$ cat config.mk
export PLATFORM = sky130hd
export DESIGN_NAME = rv32i_mdu_seq
export DESIGN_NICKNAME = d
export VERILOG_FILES = /design/src/rtl/rv32i_mdu_seq.sv
export SDC_FILE = /design/constraint.sdc
export NUM_CORES = 1
export LEC_CHECK = 0
export BUFFER_PORTS_ARGS = -buffer_cell sky130_fd_sc_hd__buf_4
export CORE_MARGIN = 1.5
export CORE_UTILIZATION = 40
export CTS_CLUSTER_DIAMETER = 30
export DETAILED_ROUTE_END_ITERATION = 10
export HOLD_SLACK_MARGIN = 0.05
export PLACE_DENSITY = 0.58
export RECOVER_POWER = 25
export SLEW_MARGIN = 20
export SYNTH_ARGS = -nofsm -noshare
export SYNTH_HDL_FRONTEND = slang
export SYNTH_SLANG_ARGS = --single-unit
$ cat constraint.sdc
create_clock -name clk -period 9.2 [get_ports clk]
set_clock_uncertainty 0.15 [all_clocks]
set_input_delay 2.3 -clock clk [delete_from_list [all_inputs] [get_ports clk]]
set_output_delay 2.3 -clock clk [all_outputs]
set_load 0.02 [all_outputs]
$ cat src/rtl/rv32i_mdu_seq.sv
// rv32i_mdu_seq -- multi-cycle RV32M multiply/divide sequencer beside the execute stage.
//
// A radix-2 shift-add multiplier and a restoring divider share one adder.
// A four-state FSM (IDLE, MUL, DIV, DONE) steps them. Operands are reduced to
// magnitudes on accept, and the sign is fixed on the final step. ISA-defined
// divide special cases finish in one cycle.
//
// Optional feature macro: MDU_EARLY_OUT_EN
//   defined   : MUL* with a zero operand, and DIVU/REMU by one, also finish in one cycle.
//   undefined : every operation except the divide special cases takes NITER+1 cycles.
//
// Ports
//   clk          in   system clock
//   reset        in   asynchronous active-low reset
//   start_in     in   ID stage presents a valid instruction this cycle
//   iw_in        in   instruction word (M-type: opcode 0110011, func7 0000001)
//   rs1_data_in  in   operand A
//   rs2_data_in  in   operand B
//   wb_reg_in    in   destination register
//   flush_in     in   aborts any operation in flight
//   stall_out    out  holds the IF/ID/EX stages
//   busy_out     out  FSM is in MUL or DIV
//   done_out     out  result_out/wb_reg_out valid; also the writeback enable
//   result_out   out  rd value, held until the next accept
//   wb_reg_out   out  latched destination register
module rv32i_mdu_seq #(
   parameter int XLEN           = 32,
   parameter int ITER_PER_CYCLE = 1
) (
   input  logic            clk,
   input  logic            reset,
   input  logic            start_in,
   input  logic [31:0]     iw_in,
   input  logic [XLEN-1:0] rs1_data_in,
   input  logic [XLEN-1:0] rs2_data_in,
   input  logic [4:0]      wb_reg_in,
   input  logic            flush_in,
   output logic            stall_out,
   output logic            busy_out,
   output logic            done_out,
   output logic [XLEN-1:0] result_out,
   output logic [4:0]      wb_reg_out
);

   localparam int NITER = XLEN / ITER_PER_CYCLE;
   localparam int CW    = (NITER > 1) ? $clog2(NITER) : 1;

   typedef enum logic [1:0] {
      ST_IDLE = 2'd0,
      ST_MUL  = 2'd1,
      ST_DIV  = 2'd2,
      ST_DONE = 2'd3
   } state_t;

   state_t              state_r, state_n;
   logic [CW-1:0]       cnt_r;
   logic [2:0]          f3_r;
   logic                neg_r;
   logic [XLEN-1:0]     hi_r, lo_r, b_r;
   logic                done_r;
   logic [XLEN-1:0]     result_r;
   logic [4:0]          wb_reg_r;

   logic                is_mtype_s, accept_s, busy_s, last_s;
   logic [2:0]          f3_s;
   logic                a_signed_s, b_signed_s, a_neg_s, b_neg_s, res_neg_s;
   logic [XLEN-1:0]     a_mag_s, b_mag_s;
   logic                special_s;
   logic [XLEN-1:0]     special_res_s;
   logic [XLEN+1:0]     add_a_s, add_b_s, sum_s;
   logic                add_c_s;
   logic [XLEN-1:0]     hi_n_s, lo_n_s;
   logic [2*XLEN-1:0]   prod_s, prod_fix_s;
   logic [XLEN-1:0]     quot_fix_s, rem_fix_s, iter_res_s;
   logic                unused_s;

   // Instruction fields other than opcode/func7/func3 are not needed here.
   assign unused_s = ^{iw_in[24:15], iw_in[11:7]};

   assign f3_s       = iw_in[14:12];
   assign is_mtype_s = (iw_in[6:0] == 7'b0110011) && (iw_in[31:25] == 7'b0000001);
   assign accept_s   = start_in && is_mtype_s && !flush_in &&
                       ((state_r == ST_IDLE) || (state_r == ST_DONE));
   assign busy_s     = (state_r == ST_MUL) || (state_r == ST_DIV);
   assign last_s     = (cnt_r == CW'(NITER - 1));

   // Operand signedness: MULH/DIV/REM signed on both, MULHSU on rs1 only.
   // MUL is treated as unsigned since its low word does not depend on sign.
   assign a_signed_s = (f3_s == 3'b001) || (f3_s == 3'b010) || (f3_s == 3'b100) || (f3_s == 3'b110);
   assign b_signed_s = (f3_s == 3'b001) || (f3_s == 3'b100) || (f3_s == 3'b110);
   assign a_neg_s    = a_signed_s && rs1_data_in[XLEN-1];
   assign b_neg_s    = b_signed_s && rs2_data_in[XLEN-1];
   assign a_mag_s    = a_neg_s ? (~rs1_data_in + {{(XLEN-1){1'b0}}, 1'b1}) : rs1_data_in;
   assign b_mag_s    = b_neg_s ? (~rs2_data_in + {{(XLEN-1){1'b0}}, 1'b1}) : rs2_data_in;
   // Remainder takes the dividend's sign; everything else is the product of signs.
   assign res_neg_s  = (f3_s[2:1] == 2'b11) ? a_neg_s : (a_neg_s ^ b_neg_s);

   // Detect operations whose result is known at accept time and skip iteration.
   always_comb begin
      special_s     = 1'b0;
      special_res_s = {XLEN{1'b0}};
      if (f3_s[2]) begin
         if (rs2_data_in == {XLEN{1'b0}}) begin
            special_s     = 1'b1;
            special_res_s = f3_s[1] ? rs1_data_in : {XLEN{1'b1}};
         end
         else if (!f3_s[0] && (rs1_data_in == {1'b1, {(XLEN-1){1'b0}}}) &&
                  (rs2_data_in == {XLEN{1'b1}})) begin
            special_s     = 1'b1;
            special_res_s = f3_s[1] ? {XLEN{1'b0}} : rs1_data_in;
         end
`ifdef MDU_EARLY_OUT_EN
         else if (f3_s[0] && (rs2_data_in == {{(XLEN-1){1'b0}}, 1'b1})) begin
            special_s     = 1'b1;
            special_res_s = f3_s[1] ? {XLEN{1'b0}} : rs1_data_in;
         end
`endif
         else begin
            special_s = 1'b0;
         end
      end else begin
`ifdef MDU_EARLY_OUT_EN
         if ((rs1_data_in == {XLEN{1'b0}}) || (rs2_data_in == {XLEN{1'b0}})) begin
            special_s     = 1'b1;
            special_res_s = {XLEN{1'b0}};
         end else begin
            special_s = 1'b0;
         end
`else
         special_s = 1'b0;
`endif
      end
   end

   assign stall_out = (accept_s && !special_s) || busy_s;
   assign busy_out  = busy_s;

   // Iteration steps through the shared adder. MUL: hi += b when lo[0], then
   // shift {carry,hi,lo} right. DIV: shift {hi,lo} left, then trial-subtract b
   // from the partial remainder and shift the quotient bit into lo.
   always_comb begin
      hi_n_s  = hi_r;
      lo_n_s  = lo_r;
      add_a_s = {(XLEN+2){1'b0}};
      add_b_s = {(XLEN+2){1'b0}};
      add_c_s = 1'b0;
      sum_s   = {(XLEN+2){1'b0}};
      for (int i = 0; i < ITER_PER_CYCLE; i++) begin
         if (state_r == ST_MUL) begin
            add_a_s = {2'b00, hi_n_s};
            add_b_s = lo_n_s[0] ? {2'b00, b_r} : {(XLEN+2){1'b0}};
            add_c_s = 1'b0;
         end else begin
            add_a_s = {1'b0, hi_n_s, lo_n_s[XLEN-1]};
            add_b_s = ~{2'b00, b_r};
            add_c_s = 1'b1;
         end
         sum_s = add_a_s + add_b_s + {{(XLEN+1){1'b0}}, add_c_s};
         if (state_r == ST_MUL) begin
            hi_n_s = sum_s[XLEN:1];
            lo_n_s = {sum_s[0], lo_n_s[XLEN-1:1]};
         end else if (!sum_s[XLEN+1]) begin
            hi_n_s = sum_s[XLEN-1:0];
            lo_n_s = {lo_n_s[XLEN-2:0], 1'b1};
         end else begin
            hi_n_s = add_a_s[XLEN-1:0];
            lo_n_s = {lo_n_s[XLEN-2:0], 1'b0};
         end
      end
   end

   assign prod_s     = {hi_n_s, lo_n_s};
   assign prod_fix_s = neg_r ? (~prod_s + {{(2*XLEN-1){1'b0}}, 1'b1}) : prod_s;
   assign quot_fix_s = neg_r ? (~lo_n_s + {{(XLEN-1){1'b0}}, 1'b1}) : lo_n_s;
   assign rem_fix_s  = neg_r ? (~hi_n_s + {{(XLEN-1){1'b0}}, 1'b1}) : hi_n_s;

   // Select the sign-fixed final result from the state after the last step.
   always_comb begin
      iter_res_s = {XLEN{1'b0}};
      case (f3_r)
         3'b000:                 iter_res_s = prod_fix_s[XLEN-1:0];
         3'b001, 3'b010, 3'b011: iter_res_s = prod_fix_s[2*XLEN-1:XLEN];
         3'b100, 3'b101:         iter_res_s = quot_fix_s;
         3'b110, 3'b111:         iter_res_s = rem_fix_s;
         default:                iter_res_s = {XLEN{1'b0}};
      endcase
   end

   // FSM state register.
   always_ff @(posedge clk or negedge reset) begin
      if (!reset) begin
         state_r <= ST_IDLE;
      end else begin
         state_r <= state_n;
      end
   end

   // FSM next state; flush wins over everything, accept is legal only in IDLE/DONE.
   always_comb begin
      state_n = state_r;
      if (flush_in) begin
         state_n = ST_IDLE;
      end else if (accept_s) begin
         if (special_s) begin
            state_n = ST_DONE;
         end else if (f3_s[2]) begin
            state_n = ST_DIV;
         end else begin
            state_n = ST_MUL;
         end
      end else begin
         case (state_r)
            ST_MUL, ST_DIV: state_n = last_s ? ST_DONE : state_r;
            ST_DONE:        state_n = ST_IDLE;
            ST_IDLE:        state_n = ST_IDLE;
            default:        state_n = ST_IDLE;
         endcase
      end
   end

   // Datapath, iteration counter and registered outputs.
   always_ff @(posedge clk or negedge reset) begin
      if (!reset) begin
         cnt_r    <= {CW{1'b0}};
         f3_r     <= 3'b000;
         neg_r    <= 1'b0;
         hi_r     <= {XLEN{1'b0}};
         lo_r     <= {XLEN{1'b0}};
         b_r      <= {XLEN{1'b0}};
         done_r   <= 1'b0;
         result_r <= {XLEN{1'b0}};
         wb_reg_r <= 5'd0;
      end else if (flush_in) begin
         // Abort: result_out keeps the last completed value.
         cnt_r  <= {CW{1'b0}};
         done_r <= 1'b0;
      end else if (accept_s) begin
         f3_r     <= f3_s;
         neg_r    <= res_neg_s;
         wb_reg_r <= wb_reg_in;
         cnt_r    <= {CW{1'b0}};
         hi_r     <= {XLEN{1'b0}};
         lo_r     <= a_mag_s;
         b_r      <= b_mag_s;
         done_r   <= special_s;
         if (special_s) begin
            result_r <= special_res_s;
         end else begin
            result_r <= result_r;
         end
      end else if (busy_s) begin
         hi_r <= hi_n_s;
         lo_r <= lo_n_s;
         if (last_s) begin
            cnt_r    <= {CW{1'b0}};
            done_r   <= 1'b1;
            result_r <= iter_res_s;
         end else begin
            cnt_r  <= cnt_r + CW'(1);
            done_r <= 1'b0;
         end
      end else begin
         done_r <= 1'b0;
      end
   end

   assign done_out   = done_r;
   assign result_out = result_r;
   assign wb_reg_out = wb_reg_r;

endmodule

==> results.cfg <==
[grt]
track_usage_pct = 29.7
overflow = 0
grt_antenna_before_repair = 0
grt_pass1_vias = 14269
grt_max_degree = 83
use_met3_pct = 6.23
grt_pass1_wl_um = 86100
use_met1_pct = 42.6
met2_usage_pct = 43.8
top_usage_layer = met2

[timing]
finalCriticalPeriod_ps = 7780
fmax_mhz = 128
hold_viol = 0
setup-violations-final = 0
relSlewSlack_pct = -202
slew_violations = 72
fin_crit_sh_pct = 84.6
fin_tns_setup_ps = 0
rsz0062_at_grt = false
worst_pin_slew_ps = 4540

[synth]
async_flop_share_pct = 100
synth_cell_types = 115
synth_area_um2 = 14600
netlist_instances = 1933
avgSynthCellArea_um2 = 7.54
synth_edf_count = 0
ys_ff_latch = 145
synth_area_leader_cell = dfrtp_1
synth_top_area_share_pct = 24.9
synth_area_leaders = dfrtp_1 (25%), o21ai_0 (8.3%), nand2_1 (6.4%)
yosysWarnings = 0
synth.net_count = 2081
ys.flop_type = dfrtp_1
ys_seq_area_share_pct = 24.9

[placement]
gp_congestion = 0.949
place_area_um2 = 15900
post-dp-hpwl_um = 43300
port_buffers = 129

[routing]
antenna_left = 0
finalWirelength_um = 56800
drtIter0Drc = 1604
wl_per_cell_um = 23.0
num_vias = 15555
drt-vias-per-instance = 6.30
first_pass_iters = 11
drcViolationCount = 2

[cts]
cts_resized = 0
cts.sinks = 145
cts.clk_slew.worst_paths_ps = 70
root_buffer = clkbuf_16
ctsHtreeMaxLevel = 4
cts_tree = yes
hold_buffers = 0
clockBufferDepth = 2
cts_buffers = 17
cts_setup_buffers = 0
insertion_delay_ps = 470

[setup_path]
crit_path_end = result_out[18]
cp_data_required_time_ps = 9390
startpoint = state_r[1]
rr_startpoint = state_r[1]
crit_arrival_ps = 7970
end_kind = register
crit_path_start_kind = register
worstReg2RegEnd = result_out[18]
slowest_stage = and2_1
crit_chain = inv_1 -> ha_1 -> buf_4 -> and2_1 -> nand2_1 -> o21ai_0 -> ha_1 -> a21oi_1 -> o21a_1 -> o211ai_2 -> a21oi_4 -> nand2_4 -> a221o_1 -> inv_1 -> ha_1 -> nand2_1 -> nor4_1 -> a221oi_1 -> or4_4 -> or3_4 -> or3_1 -> a31oi_1 -> o21ai_1
r2r_cells = 23
rrSetupSlack_ps = 1420
crit_top_cell = ha_1
cpPeakStageDelay_ps = 810
crit_fanout = 33
worstSetupPathType = register to register

[final_layout]
design_area_um2 = 16500
most-common-layout-cells = nand2_1 (250), o21ai_0 (243), buf_4 (161)
final_common_cell = nand2_1
nets = 2143
antennaDiodeCount = 0
n_fill_cell = 3653
drive_gt1_share_pct = 14.9
area_growth_pct = 13.2

[die]
core_um2 = 35700
fp.dieH_um = 194
die_width_um = 194
start_util_pct = 40.8
dieArea_um2 = 37600
ios = 145
rows = 69

[flow_run]
drv_cap = 1

[run_status]
violations = DRC, capacitance limit, slew limit
status = finished with violations

[worst_hold_path]
hold_path.class = register to register
hold_path_depth = 2
hold_path.startpoint = wb_reg_out[0]

[power]
ir_drop_mv = 0.151
p_per_area_nw_per_um2 = 113
p_leak_nw = 6.54
==> cell usage after synthesis (33+ instances only) <==
library cell,number
nand4_1,33
inv_1,42
xor2_1,67
nand3_1,57
nor2_1,154
a21oi_1,134
clkbuf_1,81
nor3_1,68
nand2_1,250
xnor2_1,65
dfrtp_1,145
ha_1,41
o21ai_0,243
==> critical path: cells and delay by family (launching register included) <==
kind	cells	cell delay, ps
simple gates	8	3000
compound gates	9	2730
buf+inv	3	510
fa+ha+maj	3	870
flops	1	380
==> cells by family (layout without fill, tap and decap cells) <==
group	count (synthesis)	count (layout)	synth area share, %
fa+ha+maj	43	43	3.79
mux	64	64	4.67
flops	145	145	24.9
compound gates	667	667	29.8
buf+inv	165	240	4.87
simple gates	717	717	24.1
xor+xnor	132	132	7.93
==> registers in the layout (all words and copies together), names as in the netlist <==
signal      count
b_r            32
hi_r           32
lo_r           32
result_out     32
cnt_r           5
wb_reg_out      5
f3_r            3
state_r         2
done_out        1
neg_r           1
==> where the power goes <==
group          switching, mW  internal (mW)
Combinational          0.274          0.156
Clock                  0.326          0.439
Sequential            0.0146          0.649
==> per-layer routing <==
metal / vias to the layer above / share of wire (%) / routed length, um
met2: 715 / 42 / 24000
met5: - / 0 / 0
met1: 7481 / 46 / 26000
met3: 95 / 8.6 / 4880
li1: 7264 / - / -
met4: 0 / 3.4 / 1930
==> metrics by stage <==
stage	hold slack [ps]	total power, mW	utilization (%)	instances	setup slack (ps)
final	332	1.86	46.2	2469	1420
after global routing	368	1.92	46.2	2469	1100
after CTS	336	1.86	46.1	2468	1440
after detailed placement	312	1.09	44.4	2436	1460
after global placement	308	1.09	44.4	2435	1480
after floorplan	316	0.924	-	1933	1350
==> area by class of cell <==
class | instances | area, um^2 | share of cell area [%]
Tap cell | 461 | 577 | 3.50
Inverter | 43 | 161 | 0.978
Clock inverter | 13 | 171 | 1.04
Timing Repair Buffer | 165 | 1250 | 7.57
Sequential cell | 145 | 3630 | 22.0
Multi-Input combinational cell | 1623 | 10300 | 62.2
Clock buffer | 19 | 443 | 2.68
==> how the worst min path moves through the flow <==
stage | endpoint | slack, ps
3_3_place_gp | wb_reg_out[2] | 310
3_5_place_dp | wb_reg_out[0] | 310
5_1_grt | wb_reg_out[2] | 370
2_1_floorplan | b_r[0] | 320
4_1_cts | wb_reg_out[0] | 340
6_report | wb_reg_out[0] | 330
Note: power is estimated with default switching activity, not from simulation.
